## src/rtl/reg_dump_unit.sv

```systemverilog
// Register-file dump engine: walks RF indices 0..NUM_REGS-1 after a programmed
// cycle count or a start pulse, and streams each entry out over valid/ready.
module reg_dump_unit #(
  parameter int DATA_W    = 32,
  parameter int NUM_REGS  = 13,
  parameter int IDX_W     = 5,
  parameter int CNT_W     = 16,
  parameter int END_COUNT = 14,
  parameter int PERIODIC  = 0
) (
  input  logic              clk_i,
  input  logic              rst_i,
  input  logic              start_i,
  output logic [IDX_W-1:0]  rf_addr_o,
  input  logic [DATA_W-1:0] rf_data_i,
  output logic              dump_valid_o,
  input  logic              dump_ready_i,
  output logic [IDX_W-1:0]  dump_idx_o,
  output logic [DATA_W-1:0] dump_data_o,
  output logic              busy_o,
  output logic              done_o,
  output logic [CNT_W-1:0]  cycle_cnt_o
);

  localparam logic [2:0] S_IDLE  = 3'd0;
  localparam logic [2:0] S_FETCH = 3'd1;
  localparam logic [2:0] S_SEND  = 3'd2;
  localparam logic [2:0] S_DONE  = 3'd3;
  localparam logic [2:0] S_HALT  = 3'd4;

  localparam logic [CNT_W-1:0] TRIG_CNT = CNT_W'((END_COUNT == 0) ? 0 : END_COUNT - 1);
  localparam logic [IDX_W-1:0] LAST_IDX = IDX_W'(NUM_REGS - 1);

  logic [2:0]        r_state;
  logic [IDX_W-1:0]  r_idx;
  logic [CNT_W-1:0]  r_cnt;
  logic              r_valid;
  logic [IDX_W-1:0]  r_didx;
  logic [DATA_W-1:0] r_data;

  logic w_auto;
  logic w_clr;

  assign w_auto = (END_COUNT != 0) && (r_cnt == TRIG_CNT);
  assign w_clr  = (r_state == S_DONE) && (PERIODIC != 0);

  // RF address follows the walk index; it only moves on trigger or accept,
  // so it is stable (and deterministic) outside FETCH.
  assign rf_addr_o    = r_idx;
  assign dump_valid_o = r_valid;
  assign dump_idx_o   = r_didx;
  assign dump_data_o  = r_data;
  assign cycle_cnt_o  = r_cnt;
  assign done_o       = (r_state == S_DONE);
  assign busy_o       = (r_state == S_FETCH) || (r_state == S_SEND) || (r_state == S_DONE);

  always_ff @(posedge clk_i or posedge rst_i) begin
    if (rst_i) begin
      r_state <= S_IDLE;
      r_idx   <= '0;
      r_cnt   <= '0;
      r_valid <= 1'b0;
      r_didx  <= '0;
      r_data  <= '0;
    end else begin
      if (w_clr)
        r_cnt <= '0;
      else if (r_cnt != '1)
        r_cnt <= r_cnt + CNT_W'(1);

      case (r_state)
        S_IDLE: begin
          if (start_i || w_auto) begin
            r_idx   <= '0;
            r_state <= S_FETCH;
          end
        end
        S_FETCH: begin
          r_data  <= rf_data_i;
          r_didx  <= r_idx;
          r_valid <= 1'b1;
          r_state <= S_SEND;
        end
        S_SEND: begin
          // valid is registered, so ready never reaches it combinationally
          if (dump_ready_i) begin
            r_valid <= 1'b0;
            if (r_idx == LAST_IDX) begin
              r_state <= S_DONE;
            end else begin
              r_idx   <= r_idx + IDX_W'(1);
              r_state <= S_FETCH;
            end
          end
        end
        S_DONE: begin
          r_state <= (PERIODIC != 0) ? S_IDLE : S_HALT;
        end
        S_HALT: begin
          if (start_i) begin
            r_idx   <= '0;
            r_state <= S_FETCH;
          end
        end
        default: r_state <= S_IDLE;
      endcase
    end
  end

endmodule

```

## config.mk

```make
export PLATFORM = sky130hd
export DESIGN_NAME = reg_dump_unit
export DESIGN_NICKNAME = d
export VERILOG_FILES = /design/src/rtl/reg_dump_unit.sv
export SDC_FILE = /design/constraint.sdc
export NUM_CORES = 1
export LEC_CHECK = 0
export BUFFER_PORTS_ARGS = -buffer_cell sky130_fd_sc_hd__buf_4
export CORE_AREA = 8 8 80 89
export DETAILED_ROUTE_END_ITERATION = 8
export DIE_AREA = 0 0 88 97
export GPL_ROUTABILITY_DRIVEN = 0
export PLACE_DENSITY = 0.78
export SLEW_MARGIN = 20
export SYNTH_ARGS = -nofsm -noshare
export SYNTH_HDL_FRONTEND = slang
export SYNTH_SLANG_ARGS = --single-unit
```

## constraint.sdc

```tcl
create_clock -name clk_i -period 2.6 [get_ports clk_i]
set_input_delay 0.52 -clock clk_i [delete_from_list [all_inputs] [get_ports clk_i]]
set_output_delay 0.52 -clock clk_i [all_outputs]
set_load 0.05 [all_outputs]
```

==> metrics.md <==
| Metric | Value |
|---|---|
| Worst Path Required | `2850 ps` |
| DR vias/cell | `5.18` |
| Global-route wire length before repair | `10700 µm` |
| Layout Nets | `361` |
| Post-cts resize count | `0` |
| Share of synthesized registers carrying an async set or reset | `1.00` |
| Register area share after synthesis | `0.574` |
| Starting Density | `0.481` |
| Clock Path Buffers | `2` |
| Fin. Hold Viols | `0` |
| Fin cells | `403` |
| Synth Net Count | `261` |
| Root Buffer | `clkbuf_8` |
| Worst min path class | `in -> async` |
| RSZ-0062 raised after global routing | `no` |
| I/O Buffers | `96` |
| Layout cells sized above 1 | `0.479` |
| Setup_tns | `0 ps` |
| Initial antenna violation count | `0` |
| Fin crit share | `0.723` |
| Initial drt markers | `slightly above 100` |
| Layout Skew | `roughly 5.5 ps` |
| GR Overflow Total | `0` |
| Reg2reg path depth | `5` |
| Largest net degree at the start of global routing | `34` |
| #FFs+latches synth | `between 60 and 70` |
| Max_slew headroom | `0.575` |
| Synth area leader | `dfrtp_1` |
| Die Y | `97 µm` |
| DRT antenna net count | `0` |
| Vias post-DR | `2089` |
| Synth warnings | `0` |
| Hold_ws | `between 200 and 300 ps` |
| Rows | `29` |
| Ranking of synthesized cells by area | `dfrtp_1 (57%), mux2_2 (15%), xnor2_1 (2.9%)` |
| Area grow syn2layout | `38.7%` |
| Post-synth top area share | `0.574` |
| Critical path launch point type | `flop` |
| Ys flop type | `dfrtp_1` |
| Synth cell types | `36` |
| Placed cells | `387` |
| Wire per inst | `16.4 µm` |
| CTS tree | `yes` |
| Clock Latency Late Sink | `330 ps` |
| Core box area | `0.00562 mm²` |
| Status | `completed` |
| Pwr dens | `1320 mW/mm²` |
| Largest fanout on the critical path | `9` |
| Worst Max-Slew Pin Slew | `around 640 ps` |
| Reg-to-reg setup timing slack | `around 720 ps` |
| Drt drc | `0` |
| Leakage power total | `between 1.5 and 2 nW` |
| Post-synth EDFFs | `0` |
| Achievable Freq | `roughly 530 MHz` |
| Post-cts hold buffer count | `0` |
| Setup violators final | `0` |
| Critical path data arrival time | `2130 ps` |
| TritonCTS Buffers | `9` |
| Antenna diode count | `0` |
| Slew Viols, Final | `0` |
| Mapped Area | `0.00270 mm²` |
| CTS Sinks | `62` |
| Finished Core Util | `0.667` |
| HPWL after detailed placement | `about 5000 µm` |
| Die area | `0.00854 mm²` |
| Die width | `88 µm` |
| DP Area | `0.00352 mm²` |
| Vias in the first global route | `between 2000 and 2500` |
| Cells after Synth | `221` |
| Critical Path End Type | `flop` |
| H-tree depth | `3` |
| # Post-CTS Setup Buffers | `0` |
| Num ports | `97` |
| Max-cap violations | `0` |
| Syn_area_per_cell | `between 10 and 15 µm²` |
| Tot GR Track Use | `0.158` |
| Crit Reg-Reg Startpoint | `cycle_cnt_o[0]$_DFFE_PP0P_` |
| Post-layout min period | `1880 ps` |
| Design area | `roughly 0.0037 mm²` |
| Reg clk slew, reported paths | `70 ps` |
| Iteration count of the initial detailed-routing pass | `4` |
| WS Path Type | `reg -> reg` |
| Max VDD drop | `around 0.66 mV` |
| Reg2reg end | `cycle_cnt_o[4]$_DFFE_PP0P_` |
| Total wire length | `around 6600 µm` |
==> through the flow <==
step                      power, mW  setup slack, ps
after floorplan                3.26              539
after global placement         3.97              808
after detailed placement       4.03              743
after CTS                      5.01              722
after global routing           5.18              614
final                          4.95              720
==> flip-flops by register name, indices dropped and copies added, names as in the netlist <==
signal / cells
dump_data_o: 32
cycle_cnt_o: 16
dump_idx_o: 5
rf_addr_o: 5
r_state: 3
dump_valid_o: 1
==> power by group <==
group / internal [mW] / leakage, nW / total [mW] / switching, mW
clock network: 0.617 / 0.120 / 0.963 / 0.346
registers: 1.29 / 0.770 / 1.49 / 0.200
logic: 0.886 / 0.897 / 2.50 / 1.61
total: 2.79 / 1.79 / 4.95 / 2.15
==> synth_stat cells (all sizes together) (4+ instances only) <==
master,number
a21oi,11
and3,8
buf,5
clkbuf,4
dfrtp,62
ha,4
inv,9
mux2,38
nand2,10
nand3,11
nand4,7
nor2,11
nor3,5
nor4,4
o21ai,6
xnor2,9
==> cells by family after synthesis <==
| kind of cell | Yosys count | synth area share |
|---|---|---|
| adders and majority gates | 4 | 0.0185 |
| xor gates and xnor gates | 10 | 0.0324 |
| AOI/OAI and AO/OA | 23 | 0.0481 |
| buffers and inverters | 18 | 0.0296 |
| DFF | 62 | 0.574 |
| muxes | 38 | 0.158 |
| and+or+nand+nor | 66 | 0.139 |
==> metal layers <==
metal  GRT usage  wire length (µm)
met2       0.265              3330
met5           0                 0
met3      0.0457               479
met1       0.182              2740
met4      0.0597                81
==> layout by cell type, fill, tap and decap left out, types with 2 or more instances in the layout <==
master     Yosys  routed
nand4_1        6       6
o21ai_0        6       6
nor4_1         4       4
and3_1         8       7
nand3_1       10      10
mux2_2        37      37
nor2_1        11      11
bufinv_16      0       2
buf_12         0       2
a31oi_1        2       2
nand2_1       10      10
clkbuf_8       0      12
buf_4          0      96
dfrtp_1       62      62
inv_1          9       8
nor3_1         5       5
a21oi_1       11      11
xnor2_1        9       9
ha_1           4       4
==> worst max-delay path: stages (launching register included) <==
cell     delay (ps)
dfrtp_1         460
ha_1            300
nand4_1         110
or4_1           600
nand4_1         190
xnor2_1         130
==> area by class of cell <==
class | instances | area (µm²)
Clock buffer | 13 | 169
Clock inverter | 3 | 65.1
Fill cell | 433 | 1870
Inverter | 9 | 33.8
Multi-Input combinational cell | 141 | 1070
Sequential cell | 62 | 1550
Tap cell | 77 | 96.3
Timing Repair Buffer | 98 | 761
==> worst max path at each step <==
stage | start | endpoint | slack (ps)
after floorplan | rst_i | cycle_cnt_o[0]$_DFFE_PP0P_ | 540
after global routing | cycle_cnt_o[0]$_DFFE_PP0P_ | cycle_cnt_o[4]$_DFFE_PP0P_ | 610
final | cycle_cnt_o[0]$_DFFE_PP0P_ | cycle_cnt_o[4]$_DFFE_PP0P_ | 720
after global placement | cycle_cnt_o[0]$_DFFE_PP0P_ | cycle_cnt_o[3]$_DFFE_PP0P_ | 810
after CTS | cycle_cnt_o[0]$_DFFE_PP0P_ | cycle_cnt_o[4]$_DFFE_PP0P_ | 720
after detailed placement | cycle_cnt_o[0]$_DFFE_PP0P_ | cycle_cnt_o[4]$_DFFE_PP0P_ | 740
Power figures use the tool's default switching activity.
